File: config.mk
export PLATFORM = sky130hd
export DESIGN_NAME = hack_alu_seq_flat
export DESIGN_NICKNAME = d
export VERILOG_FILES = /design/src/rtl/hack_alu_seq_if.sv /design/src/rtl/hack_alu_seq.sv /design/src/flat_wrapper.sv
export SDC_FILE = /design/constraint.sdc
export NUM_CORES = 1
export LEC_CHECK = 0
export CORE_MARGIN = 3
export CORE_UTILIZATION = 35
export DETAILED_ROUTE_END_ITERATION = 10
export PLACE_DENSITY = 0.59
export REMOVE_ABC_BUFFERS = 1
export SYNTH_ARGS = -nofsm -noshare
export SYNTH_HDL_FRONTEND = slang
export SYNTH_SLANG_ARGS = --single-unit
File: constraint.sdc
create_clock -name clk -period 5.08 [get_ports clk]
set_input_delay 1.016 -clock clk [delete_from_list [all_inputs] [get_ports clk]]
set_output_delay 1.016 -clock clk [all_outputs]
set_load 0.05 [all_outputs]
File: src/rtl/hack_alu_seq_if.sv
// Operand/result handshake bundle for hack_alu_seq.
// The master side is the producer/consumer (CPU datapath); slave is the ALU.
interface hack_alu_seq_if #(parameter int WIDTH = 16);
  logic             in_valid;
  logic             in_ready;
  logic [WIDTH-1:0] x;
  logic [WIDTH-1:0] y;
  logic [5:0]       ctrl;
  logic [1:0]       mode;
  logic             out_valid;
  logic             out_ready;
  logic [WIDTH-1:0] out;
  logic             zr;
  logic             ng;
  logic             cy;
  logic             busy;

  modport master (
    output in_valid, x, y, ctrl, mode, out_ready,
    input  in_ready, out_valid, out, zr, ng, cy, busy
  );

  modport slave (
    input  in_valid, x, y, ctrl, mode, out_ready,
    output in_ready, out_valid, out, zr, ng, cy, busy
  );
endinterface

File: src/rtl/hack_alu_seq.sv
// Multi-cycle Hack ALU: single-cycle Hack ops plus iterative shift-add multiply
// and bit-serial shifts, with registered result/flags behind a valid/ready pair.
module hack_alu_seq #(
  parameter int WIDTH = 16
) (
  input  logic          clk,
  input  logic          rst_n,
  hack_alu_seq_if.slave bus
);
  localparam int SHW = $clog2(WIDTH);
  localparam int CW  = $clog2(WIDTH + 1);

  typedef enum logic [1:0] {S_IDLE, S_EXEC, S_DONE} state_t;

  state_t           r_state, w_state_nxt;
  logic [WIDTH-1:0] r_acc, r_mc, r_mp;
  logic [CW-1:0]    r_cnt;
  logic [1:0]       r_mode;
  logic             r_no;
  logic [WIDTH-1:0] r_out;
  logic             r_zr, r_ng, r_cy;

  logic             w_accept;
  logic [WIDTH-1:0] w_xp, w_yp, w_sum, w_hack, w_step, w_res, w_fin;
  logic             w_carry, w_no, w_cy_fin, w_load_done;
  logic [SHW-1:0]   w_amt;

  assign w_accept = bus.in_valid && bus.in_ready;
  assign w_amt    = w_yp[SHW-1:0];

  always_comb begin
    w_xp = bus.ctrl[5] ? '0 : bus.x;
    if (bus.ctrl[4]) w_xp = ~w_xp;
    w_yp = bus.ctrl[3] ? '0 : bus.y;
    if (bus.ctrl[2]) w_yp = ~w_yp;
  end

  assign {w_carry, w_sum} = {1'b0, w_xp} + {1'b0, w_yp};
  assign w_hack = bus.ctrl[1] ? w_sum : (w_xp & w_yp);

  always_comb begin
    w_step = r_acc;
    unique case (r_mode)
      2'b01:   w_step = r_mp[0] ? r_acc + r_mc : r_acc;
      2'b10:   w_step = {r_acc[WIDTH-2:0], 1'b0};
      2'b11:   w_step = {r_acc[WIDTH-1], r_acc[WIDTH-1:1]};
      default: w_step = r_acc;
    endcase
  end

  // Results land either straight from the accept cycle (Hack op, zero shift)
  // or from the final iteration step, so both sources feed one output mux.
  always_comb begin
    if (r_state == S_IDLE) begin
      w_res    = (bus.mode == 2'b00) ? w_hack : w_xp;
      w_no     = bus.ctrl[0];
      w_cy_fin = (bus.mode == 2'b00) && bus.ctrl[1] && w_carry;
    end else begin
      w_res    = w_step;
      w_no     = r_no;
      w_cy_fin = 1'b0;
    end
    w_fin = w_no ? ~w_res : w_res;
  end

  always_comb begin
    w_state_nxt = r_state;
    unique case (r_state)
      S_IDLE:
        if (w_accept) begin
          if ((bus.mode == 2'b00) || (bus.mode[1] && (w_amt == '0)))
            w_state_nxt = S_DONE;
          else
            w_state_nxt = S_EXEC;
        end
      S_EXEC:
        if (r_cnt == CW'(1)) w_state_nxt = S_DONE;
      S_DONE:
        if (bus.out_ready) w_state_nxt = S_IDLE;
      default: w_state_nxt = S_IDLE;
    endcase
  end

  assign w_load_done = (w_state_nxt == S_DONE) && (r_state != S_DONE);

  always_ff @(posedge clk or negedge rst_n) begin
    if (!rst_n) r_state <= S_IDLE;
    else        r_state <= w_state_nxt;
  end

  always_ff @(posedge clk or negedge rst_n) begin
    if (!rst_n) begin
      r_acc  <= '0;
      r_mc   <= '0;
      r_mp   <= '0;
      r_cnt  <= '0;
      r_mode <= '0;
      r_no   <= 1'b0;
      r_out  <= '0;
      r_zr   <= 1'b0;
      r_ng   <= 1'b0;
      r_cy   <= 1'b0;
    end else begin
      if (r_state == S_IDLE && w_accept) begin
        r_mode <= bus.mode;
        r_no   <= bus.ctrl[0];
        r_mc   <= w_xp;
        r_mp   <= w_yp;
        r_acc  <= (bus.mode == 2'b01) ? '0 : w_xp;
        r_cnt  <= (bus.mode == 2'b01) ? CW'(WIDTH) : CW'(w_amt);
      end else if (r_state == S_EXEC) begin
        r_acc <= w_step;
        r_mc  <= {r_mc[WIDTH-2:0], 1'b0};
        r_mp  <= {1'b0, r_mp[WIDTH-1:1]};
        r_cnt <= r_cnt - CW'(1);
      end
      if (w_load_done) begin
        r_out <= w_fin;
        r_zr  <= (w_fin == '0);
        r_ng  <= w_fin[WIDTH-1];
        r_cy  <= w_cy_fin;
      end
    end
  end

  assign bus.in_ready  = rst_n && (r_state == S_IDLE);
  assign bus.out_valid = (r_state == S_DONE);
  assign bus.busy      = (r_state != S_IDLE);
  assign bus.out       = r_out;
  assign bus.zr        = r_zr;
  assign bus.ng        = r_ng;
  assign bus.cy        = r_cy;
endmodule

File: src/flat_wrapper.sv
// flat-port wrapper written by rule: the top's interface ports become plain ports
module hack_alu_seq_flat 
#(
  parameter int WIDTH = 16
)
  (clk, rst_n, bus_in_valid, bus_x, bus_y, bus_ctrl, bus_mode, bus_out_ready, bus_in_ready, bus_out_valid, bus_out, bus_zr, bus_ng, bus_cy, bus_busy);
  hack_alu_seq_if #(.WIDTH(WIDTH)) bus_i ();
  input  logic clk;
  input  logic rst_n;
  input wire logic [$bits(bus_i.in_valid)-1:0] bus_in_valid;
  input wire logic [$bits(bus_i.x)-1:0] bus_x;
  input wire logic [$bits(bus_i.y)-1:0] bus_y;
  input wire logic [$bits(bus_i.ctrl)-1:0] bus_ctrl;
  input wire logic [$bits(bus_i.mode)-1:0] bus_mode;
  input wire logic [$bits(bus_i.out_ready)-1:0] bus_out_ready;
  output wire logic [$bits(bus_i.in_ready)-1:0] bus_in_ready;
  output wire logic [$bits(bus_i.out_valid)-1:0] bus_out_valid;
  output wire logic [$bits(bus_i.out)-1:0] bus_out;
  output wire logic [$bits(bus_i.zr)-1:0] bus_zr;
  output wire logic [$bits(bus_i.ng)-1:0] bus_ng;
  output wire logic [$bits(bus_i.cy)-1:0] bus_cy;
  output wire logic [$bits(bus_i.busy)-1:0] bus_busy;
  assign bus_i.in_valid = bus_in_valid;
  assign bus_i.x = bus_x;
  assign bus_i.y = bus_y;
  assign bus_i.ctrl = bus_ctrl;
  assign bus_i.mode = bus_mode;
  assign bus_i.out_ready = bus_out_ready;
  assign bus_in_ready = bus_i.in_ready;
  assign bus_out_valid = bus_i.out_valid;
  assign bus_out = bus_i.out;
  assign bus_zr = bus_i.zr;
  assign bus_ng = bus_i.ng;
  assign bus_cy = bus_i.cy;
  assign bus_busy = bus_i.busy;
  hack_alu_seq #(.WIDTH(WIDTH)) u_core (.clk(clk), .rst_n(rst_n), .bus(bus_i));
endmodule
==> results of run 1 <==
[metrics by stage]
stage | hold slack [ns] | cell area [um^2] | power [mW] | setup WS, ns | instances
final | 0.480 | 8260 | 5.48 | 0.506 | 1190
after global routing | 0.515 | 8260 | 5.92 | 0.174 | 1190
after CTS | 0.487 | 8260 | 5.47 | 0.514 | 1190
after detailed placement | 0.473 | 7980 | 4.81 | 0.142 | 1174
after global placement | 0.463 | 7980 | 4.78 | 0.174 | 1174
after floorplan | 0.446 | 6710 | 3.68 | 1.26 | 811
[registers in the layout (all words and copies together), names as in the netlist]
register / count
u_core.bus.cy: 1
u_core.bus.ng: 1
u_core.bus.out: 15
u_core.bus.zr: 1
u_core.r_acc: 16
u_core.r_cnt: 5
u_core.r_mc: 16
u_core.r_mode: 2
u_core.r_mp: 16
u_core.r_no: 1
u_core.r_state: 2
[cell families (layout without fill, tap and decap cells)]
| kind of cell | count (synthesis) | after routing | share of synthesized area [%] |
|---|---|---|---|
| xor+xnor | 75 | 75 | 10.5 |
| buf+inv | 82 | 149 | 4.82 |
| mux | 19 | 19 | 3.21 |
| compound gates | 273 | 273 | 26.7 |
| simple gates | 304 | 304 | 21.2 |
| flops | 76 | 76 | 27.4 |
| fa+ha+maj | 34 | 34 | 6.24 |
[metal layers]
| layer | track usage, % | up-vias | part of all wire (%) |
|---|---|---|---|
| met2 | 32.5 | 210 | 45 |
| met5 | 0 | - | 0 |
| met3 | 2.56 | 22 | 4.7 |
| met4 | 7.81 | 0 | 2.6 |
| li1 | - | 3227 | - |
| met1 | 30.1 | 3182 | 48 |
[worst min-delay path by stage]
| stage | to | slack, ns | depth (start not counted) |
|---|---|---|---|
| 2_1_floorplan | u_core.r_no$_DFFE_PN0P_ | 0.45 | 2 |
| 5_1_grt | u_core.r_mp[11]$_DFFE_PN0P_ | 0.51 | 2 |
| 6_report | u_core.r_mp[11]$_DFFE_PN0P_ | 0.48 | 2 |
| 3_5_place_dp | u_core.r_mp[11]$_DFFE_PN0P_ | 0.47 | 2 |
| 3_3_place_gp | u_core.r_mp[11]$_DFFE_PN0P_ | 0.46 | 2 |
| 4_1_cts | u_core.r_mp[11]$_DFFE_PN0P_ | 0.49 | 2 |
[layout make-up]
type	count	area, um^2
Fill cell	1965	10800
Multi-Input combinational cell	705	4710
Sequential cell	76	1900
Timing Repair Buffer	103	933
Tap cell	260	325
Clock buffer	12	246
Inverter	30	113
Clock inverter	4	32.5
[cells in the mapped netlist (all sizes together), types with 3 or more instances]
cell     instances  area share, %
o31ai            9            1.2
a31oi           18            1.8
o22ai            7           0.63
and4             4           0.51
dfrtp           76             27
a22o             5           0.63
buf             11           0.97
o41ai            3           0.49
nand2b          24            2.2
and3             3           0.27
nand3b           4           0.43
a211o            3           0.38
a22oi           12            1.3
inv             30            1.6
o221ai           3           0.38
ha              33            6.0
or2              5           0.45
or3              9           0.81
o21a            11            1.2
o21ai           63            4.5
nor3b            4           0.43
nor2b           29            2.7
nand2          105            5.7
o211a            3           0.43
a221oi           5           0.81
nor4b            3           0.38
a221o           11            1.6
a21boi           3           0.32
a21oi           69            5.1
nor3            16            1.2
nand3            8           0.65
a211oi          13            1.6
clkbuf          41            2.2
a21o             9           0.97
o2111ai          5           0.63
xnor2           60            8.2
o211ai           3           0.32
mux2             6           0.97
xor2            13            1.6
nor2            79            4.3
mux2i           11            1.6
[report_power, final]
group          switching [mW]  internal [mW]
registers               0.313          0.902
clock network           0.290          0.348
logic                    2.19           1.44
total                    2.79           2.69
[worst max-delay path, delay by kind of cell]
kind,cells,cell delay [ns]
XOR/XNOR,2,0.36
AND/OR/NAND/NOR,2,0.23
multiplexers,1,0.26
AO/OA/AOI/OAI,8,1.57
adder cells (fa/ha/maj),1,0.34
buffers and inverters,3,1.02
==> qor.yml, run 1 <==
status:
  status: "finished, final reports clean"
yosys:
  synth-main-ff-cell: "dfrtp_1"
  yosys_warnings: 0
  yosysSeqAreaShare_pct: 27.4
  synth_async_sr_flop_share_pct: 100
  synth_edf_count: 0
  synthCells: 863
  post_synth_num_cell_types: 82
  ys_seq_elements: 76
  postSynthAreaPerCell_um2: 8.04
  synthesis.area_um2: 6940
sta:
  worst_pin_slew_ns: 0.984
  hold_viol: 0
  max_freq_mhz: 219
  final.setup.tns_ns: 0
  max_slew_margin_pct: 33.7
  min_period_ns: 4.57
  rsz0062_at_grt: "false"
  fin_crit_sh_pct: 90.0
  slew_viol_final: 0
  clock_skew_ns: 0.0118
  setup_viol: 0
placement:
  dp_hpwl_um: 17000
  gp_congestion: 0.928
  io_buffers: 65
setup_path:
  cp-start-kind: "input pin"
  path_cells: "clkdlybuf4s50_1, buf_4, nand2b_2, xor2_1, inv_1, ha_1, a21oi_1, nor2b_1, a22o_1, a21oi_1, a221oi_2, o41ai_2, mux2i_1, o22ai_1, a21oi_1, xnor2_1, a32o_2"
  reg2reg_to: "u_core.bus.zr$_DFFE_PN0P_"
  worstSetupStartpoint: "bus_ctrl[5]"
  crit_end: "u_core.bus.zr$_DFFE_PN0P_"
  cp-end-kind: "flip-flop"
  r2r-start: "u_core.r_mc[0]$_DFFE_PN0P_"
  max_stage_delay_ns: 0.66
  rrSetupSlack_ns: 1.50
  crit_arrival_ns: 4.82
  crit_required_ns: 5.33
  worstRegToRegCells: 15
  worst_path_most_repeated_cell: "a21oi_1"
  crit_path_max_fanout: 11
  worstSetupPathType: "in2reg"
  crit_path_top_delay_cell: "clkdlybuf4s50_1"
clock_network:
  root_buffer: "clkbuf_16"
  cts_resized: 0
  clk_pin_slew_ns: 0.07
  tritoncts: "built"
  cts.htree.levels: 3
  cts-buffers-inserted: 9
  post_cts_buffers: 0
  cts.sinks: 76
  cts_buffer_depth: 2
  worstSkewPairLatency_ns: 0.36
  cts_hold_buf: 0
flow_run:
  drv_cap: 0
floorplanning:
  die-area_um2: 21500
  dieHeight_um: 147
  start_util_pct: 36.3
  die_w_um: 147
  core_area_um2: 19100
  ios: 66
  rows: 50
power:
  ir_drop_uv: 253
  p_leak_nw: 3.47
  powerDensity_nw_per_um2: 664
grt:
  grt_max_degree: 49
  grt_pass1_wl_um: 36100
  grt_overflow: 0
  antenna_found_initial: 0
  grt_use_total_pct: 21.0
  grt_pass1_vias: 6289
final_layout:
  final_common_cell: "nand2_1"
  n_antenna_cell: 0
  drive_gt1_share_pct: 9.57
  final_cell_mix: "nand2_1 (105), nor2_1 (78), dfrtp_1 (76), a21oi_1 (67), clkdlybuf4s50_1 (64)"
  finalCoreUtilization_pct: 43.3
  area_growth_pct: 19.1
  finish.net_count: 1003
detailed_routing:
  drc: 0
  via_count: 6641
  drtIter0Drc: 675
  antenna_left: 0
  wire_per_inst_um: 19.0
  drt-vias-per-instance: 5.58
  first_pass_iters: 5
  wirelength_um: 22600
worst_hold_path:
  hp-class: "reg2reg"
  worstHoldStart: "u_core.r_mp[11]$_DFFE_PN0P_"
No activity file was read; power rests on OpenSTA's default activity.
==> run 2: changes to the inputs <==
--- a/config.mk
+++ b/config.mk
@@ -5,6 +5,7 @@
 export SDC_FILE = /design/constraint.sdc
 export NUM_CORES = 1
 export LEC_CHECK = 0
+export ABC_AREA = 1
 export CORE_MARGIN = 3
 export CORE_UTILIZATION = 35
 export DETAILED_ROUTE_END_ITERATION = 10
==> qor.yml, run 2 <==
clock_network:
  post_cts_buffers: 0  # unchanged
  cts_hold_buf: 0  # unchanged
  worstSkewPairLatency_ns: 0.34  # -0.02 ns
  cts_resized: 0  # unchanged
  tritoncts: "built"
  clk_pin_slew_ns: 0.06  # about the same
  cts.sinks: 76  # unchanged
  root_buffer: "clkbuf_16"
  cts_buffer_depth: 2  # unchanged
  cts.htree.levels: 3  # unchanged
  cts-buffers-inserted: 9  # unchanged
detailed_routing:
  via_count: 7606  # +15%
  wire_per_inst_um: 16.0  # -16%
  routed-wl-met3_um: 953  # -9.5%
  drt-vias-per-instance: 5.16  # -7.6%
  wirelength_um: 23500  # +4.3%
  drtIter0Drc: 491  # -27%
  met1_length_um: 11200  # +4.5%
  first_pass_iters: 6  # +1
  drc: 0  # unchanged
  met2_length_um: 10600  # +4.3%
  antenna_left: 0  # unchanged
  top_layer_used: "met4"
setup_path:
  path_cells: "clkdlybuf4s50_1, inv_4, nand2_1, nand2_1, inv_1, ha_1, nand2_1, nand2_1, a21oi_1, nand2_2, nand2_1, nand2_1, nand2_1, nand3_1, nand2_1, nand2_1, nand2_1, nand2_1, nand2_1, nand2_1, nor2_1, nand3_1, nand2_1"
  worstSetupPathType: "in2reg"
  crit_path_top_delay_cell: "clkdlybuf4s50_1"
  crit_required_ns: 5.36  # +0.03 ns
  worstRegToRegCells: 10  # -5
  worst_path_most_repeated_cell: "nand2_1"
  rrSetupSlack_ns: 1.80  # +0.30 ns
  crit_path_max_fanout: 12  # +1
  crit_end: "u_core.bus.zr$_DFFE_PN0P_"
  worstSetupStartpoint: "bus_ctrl[4]"
  cp_num_cells: 23  # +6
  cp_top_family: "simple AND/OR/NAND/NOR gates"
  cp-end-kind: "flip-flop"
  cp-start-kind: "input pin"
  max_stage_delay_ns: 0.89  # +0.23 ns
  crit_buf_inv: 3  # unchanged
  crit_arrival_ns: 4.35  # -0.47 ns
  reg2reg_to: "u_core.r_acc[15]$_DFFE_PN0P_"
  r2r-start: "u_core.r_state[1]$_DFF_PN0_"
yosys:
  synth_async_sr_flop_share_pct: 100  # unchanged
  yosysTopAreaCell: "dfrtp_1"
  yosys_warnings: 0  # unchanged
  postSynthAreaPerCell_um2: 6.34  # -21%
  synth-main-ff-cell: "dfrtp_1"
  yosysSeqAreaShare_pct: 26.0  # -1.4 points
  synth_edf_count: 0  # unchanged
  synth_top_cells_by_count: "nand2_1 (374), inv_1 (122), nand3_1 (103)"
  synthesis.area_um2: 7320  # +5.6%
  synth_top_area_share_pct: 26.0  # -1.4 points
  synthTopCellsByArea: "dfrtp_1 (26%), nand2_1 (19%), nand3_1 (7.0%)"
  post_synth_num_cell_types: 51  # -38%
  yosysMostFrequentCell: "nand2_1"
  synthCells: 1155  # +34%
  ys_seq_elements: 76  # unchanged
sta:
  worst_pin_slew_ns: 1.01  # +0.0254 ns
  hold_viol: 0  # unchanged
  min_period_ns: 4.07  # -0.505 ns
  fin_crit_sh_pct: 80.1  # -9.9 points
  clock_skew_ns: 0.00766  # -0.00416 ns
  rsz0062_at_grt: "false"
  max_freq_mhz: 246  # +12%
  final.setup.tns_ns: 0  # unchanged
  slew_viol_final: 0  # unchanged
  max_slew_margin_pct: 32.7  # -1.0 points
  setup_viol: 0  # unchanged
final_layout:
  final_cell_mix: "nand2_1 (374), inv_1 (122), nand3_1 (103), o21ai_0 (92), dfrtp_1 (76)"
  seqCellArea_um2: 1900  # unchanged
  reg_top3: "u_core.r_acc (16), u_core.r_mc (16), u_core.r_mp (16)"
  final_common_cell: "nand2_1"
  drive_gt1_share_pct: 8.38  # -1.2 points
  fin_cells: 1475  # +24%
  nFillCells: 2183  # +11%
  finish.net_count: 1280  # +28%
  n_antenna_cell: 0  # unchanged
  area_growth_pct: 15.4
  multi_input_area_um2: 4590  # -2.5%
power:
  total_power_mw: 4.58  # -16%
  ir_drop_uv: 208  # -18%
  p_leak_nw: 4.19  # +21%
  powerDensity_nw_per_um2: 542  # -18%
grt:
  antenna_found_initial: 0  # unchanged
  grt_max_degree: 77  # +57%
  grt_use_total_pct: 21.2  # +0.17 points
  grt_pass1_vias: 7154  # +14%
  grt_pass1_wl_um: 38100  # +5.4%
  grt_overflow: 0  # unchanged
floorplanning:
  ios: 66  # unchanged
  dieHeight_um: 151  # +2.6%
  core_area_um2: 20400  # +6.7%
  die-area_um2: 22700  # +5.3%
  rows: 52  # +4.0%
  start_util_pct: 35.9  # -0.40 points
  die_w_um: 151  # +2.6%
flow_run:
  drv_cap: 0  # unchanged
placement:
  gp_congestion: 0.927  # about the same
  io_buffers: 65  # unchanged
  dp_hpwl_um: 18300  # +8.0%
  placed_cells: 1461  # +24%
status:
  status: "finished, final reports clean"
worst_hold_path:
  hold_depth: 2  # unchanged
  hp-class: "reg2reg"
[run 2: changes by cell type in the layout (fill, tap and decap cells not counted), sizes merged, moves of 13 or more]
cell and delta:
inv +112, nand2 +298, buf -19, nor2b -29
nand2b -24, o221ai +13, xnor2 -58, o21ai +34
nand3 +99, nor3 -13
[run 2: kinds of logic after synthesis]
kind of cell / count (synthesis) / synth area share (%)
AO/OA/AOI/OAI: 231 / 18.5
XOR/XNOR: 23 / 2.96
adder cells (fa/ha/maj): 34 / 5.91
buffers and inverters: 192 / 11.3
flip-flops: 76 / 26.0
multiplexers: 1 / 0.137
AND/OR/NAND/NOR: 598 / 35.2
[run 2: layout make-up]
class | count | share of cell area, %
clock inverters | 5 | 0.652
inverters | 144 | 6.49
well taps | 270 | 4.00
repair buffers | 84 | 9.36
multi-input cells | 887 | 54.3
flip-flops and latches | 76 | 22.5
clock buffers | 9 | 2.67
[run 2: layer usage]
layer	vias up	track usage (%)
li1	3885	-
met1	3465	29.2
met2	223	34.5
met3	33	2.26
met4	0	7.43
met5	-	0
[run 2: through the flow]
step / util [%] / setup slack [ns] / area, um^2 / hold slack [ns]
floorplan: - / 0.629 / 7040 / 0.453
global route: 41.5 / 0.719 / 8450 / 0.506
CTS: 41.5 / 0.995 / 8450 / 0.489
detailed placement: 40.1 / 0.676 / 8170 / 0.476
global placement: 40.1 / 0.700 / 8170 / 0.469
finish: 41.5 / 1.01 / 8450 / 0.486
[run 2: worst min path at each step]
stage / startpoint / end
4_1_cts: u_core.r_no$_DFFE_PN0P_ / u_core.r_no$_DFFE_PN0P_
5_1_grt: u_core.bus.cy$_DFFE_PN0P_ / u_core.bus.cy$_DFFE_PN0P_
3_5_place_dp: u_core.r_no$_DFFE_PN0P_ / u_core.r_no$_DFFE_PN0P_
2_1_floorplan: u_core.r_mp[15]$_DFFE_PN0P_ / u_core.r_mp[15]$_DFFE_PN0P_
3_3_place_gp: u_core.r_no$_DFFE_PN0P_ / u_core.r_no$_DFFE_PN0P_
6_report: u_core.bus.out[0]$_DFFE_PN0P_ / u_core.bus.out[0]$_DFFE_PN0P_
[run 2: power by group]
part           internal (mW)  switching, mW  leakage, nW
logic                  0.959           1.86         3.12
clock network          0.373          0.256        0.133
registers              0.884          0.245        0.936
[run 2: tightest hold or removal path, delay by kind of cell (launching register included)]
| kind | cells | cell delay [ns] |
|---|---|---|
| AOI/OAI and AO/OA | 1 | 0.05 |
| and+or+nand+nor | 1 | 0.05 |
| DFF | 1 | 0.35 |
==> run 3: changes to the inputs <==
==> constraint.sdc (replaced) <==
create_clock -name clk -period 4.15 [get_ports clk]
set_input_delay 0.83 -clock clk [delete_from_list [all_inputs] [get_ports clk]]
set_output_delay 0.83 -clock clk [all_outputs]
set_load 0.05 [all_outputs]
==> qor.yml, run 3 (synthesized netlist as in run 2, its figures left out) <==
power:
  p_leak_nw: 4.25  # +1.3%
  powerDensity_nw_per_um2: 671  # +24%
  ir_drop_uv: 257  # +24%
  total_power_mw: 5.73  # +25%
grt:
  grt_pass1_wl_um: 38400  # +0.89%
  grt_max_degree: 60  # -22%
  grt_overflow: 0  # unchanged
  antenna_found_initial: 0  # unchanged
  grt_use_total_pct: 21.4  # +0.19 points
  grt_pass1_vias: 7163  # +0.13%
sta:
  fin_crit_sh_pct: 87.8
  min_period_ns: 3.64
  max_slew_margin_pct: 48.9  # +16 points
  hold_viol: 0  # unchanged
  slew_viol_final: 0  # unchanged
  final.setup.tns_ns: 0  # unchanged
  max_freq_mhz: 275
  setup_viol: 0  # unchanged
  rsz0062_at_grt: "false"
  worst_pin_slew_ns: 0.767  # -0.242 ns
  clock_skew_ns: 0.00814  # +0.000471 ns
final_layout:
  drive_gt1_share_pct: 8.83  # +0.45 points
  finalCoreUtilization_pct: 42.0  # +0.47 points
  final_common_cell: "nand2_1"
  fin_area_um2: 8540  # +1.1%
  reg_top3: "u_core.r_acc (16), u_core.r_mc (16), u_core.r_mp (16)"
  n_antenna_cell: 0  # unchanged
  final_cell_mix: "nand2_1 (374), inv_1 (122), nand3_1 (103), o21ai_0 (92), dfrtp_1 (76)"
  nFillCells: 2203  # +0.92%
  finish.net_count: 1285  # +0.39%
  area_growth_pct: 16.7
  fin_cells: 1482  # +0.47%
setup_path:
  crit_path_max_fanout: 7  # -5
  cp-end-kind: "flip-flop"
  cp-start-kind: "input pin"
  crit_required_ns: 4.43  # -0.93 ns
  crit_arrival_ns: 3.92  # -0.43 ns
  worstSetupPathType: "in2reg"
placement:
  placed_cells: 1466  # +0.34%
  gp_congestion: 0.936  # +0.93%
  io_buffers: 65  # unchanged
  place_area_um2: 8220  # +0.61%
  dp_hpwl_um: 18700  # +2.0%
flow_run:
  drv_cap: 0  # unchanged
detailed_routing:
  via_count: 7641  # +0.46%
  drc: 0  # unchanged
  wirelength_um: 24000  # +1.9%
  drtIter0Drc: 597  # +22%
  wire_per_inst_um: 16.2  # +1.5%
  antenna_left: 0  # unchanged
  drt-vias-per-instance: 5.16  # about the same
  first_pass_iters: 5  # -1
clock_network:
  worstSkewPairLatency_ns: 0.34  # about the same
  cts-buffers-inserted: 9  # unchanged
  cts_buffer_depth: 2  # unchanged
  cts_resized: 0  # unchanged
  cts.htree.levels: 3  # unchanged
  cts.sinks: 76  # unchanged
  cts_hold_buf: 0  # unchanged
  tritoncts: "built"
  clk_pin_slew_ns: 0.07  # about the same
  root_buffer: "clkbuf_16"
  post_cts_buffers: 0  # unchanged
worst_hold_path:
  hp-class: "in2async"
floorplanning:
  rows: 52  # unchanged
  die-area_um2: 22700  # unchanged
  core_area_um2: 20400  # unchanged
  ios: 66  # unchanged
  dieHeight_um: 151  # unchanged
  start_util_pct: 35.9  # unchanged
  die_w_um: 151  # unchanged
status:
  status: "finished, final reports clean"
[run 3: worst paths after layout]
check | start | to | slack (ns) | cells after the start
max | bus_ctrl[2] | u_core.bus.zr$_DFFE_PN0P_ | 0.51 | 20
min | rst_n | u_core.r_mp[5]$_DFFE_PN0P_ | 0.36 | 1
max reg2reg | u_core.r_acc[0]$_DFFE_PN0P_ | u_core.bus.zr$_DFFE_PN0P_ | 1.24 | 21
min reg2reg | u_core.bus.out[5]$_DFFE_PN0P_ | u_core.bus.out[5]$_DFFE_PN0P_ | 0.48 | 2
max in group asynchronous | rst_n | u_core.bus.ng$_DFFE_PN0P_ | 2.72 | 2
min in group clk | u_core.bus.out[5]$_DFFE_PN0P_ | u_core.bus.out[5]$_DFFE_PN0P_ | 0.48 | 2
[run 3: metrics by stage]
step | hold WS (ns) | worst slack, ns
after floorplan | 0.453 | -0.301
after global placement | 0.474 | 0.129
after detailed placement | 0.472 | 0.154
after CTS | 0.358 | 0.484
after global routing | 0.372 | 0.162
final | 0.358 | 0.507
[run 3: cell type report]
type | count | area (um^2) | share of cell area [%]
clock buffers | 11 | 243 | 2.84
flip-flops and latches | 76 | 1900 | 22.3
inverters | 144 | 548 | 6.41
well taps | 270 | 338 | 3.95
clock inverters | 5 | 82.6 | 0.966
repair buffers | 89 | 841 | 9.84
multi-input cells | 887 | 4590 | 53.7
[run 3: power breakdown]
group | internal, mW | switching, mW | total, mW
Combinational | 1.18 | 2.29 | 3.47
Sequential | 1.08 | 0.301 | 1.38
Clock | 0.547 | 0.332 | 0.879
[run 3: metal layers]
metal,global-route usage [%],wire [um],up-vias
li1,-,-,3889
met1,29.7,11400,3526
met2,34.2,10800,199
met3,2.71,1090,27
met4,7.48,715,0
met5,0,0,-
[run 3: critical path, cell delays in order]
cell	delay (ns)
clkdlybuf4s50_1	0.67
buf_4	0.24
xor2_1	0.20
inv_1	0.12
ha_1	0.35
nand2_1	0.12
nor3_1	0.26
nor3b_1	0.25
nand2_1	0.11
nand2_1	0.07
nand2_1	0.05
nand3_1	0.06
nand2_1	0.05
nand2_1	0.09
nand3_1	0.08
nand2_1	0.11
nand2_1	0.05
nor2_1	0.09
nand3_1	0.07
nand2_1	0.05
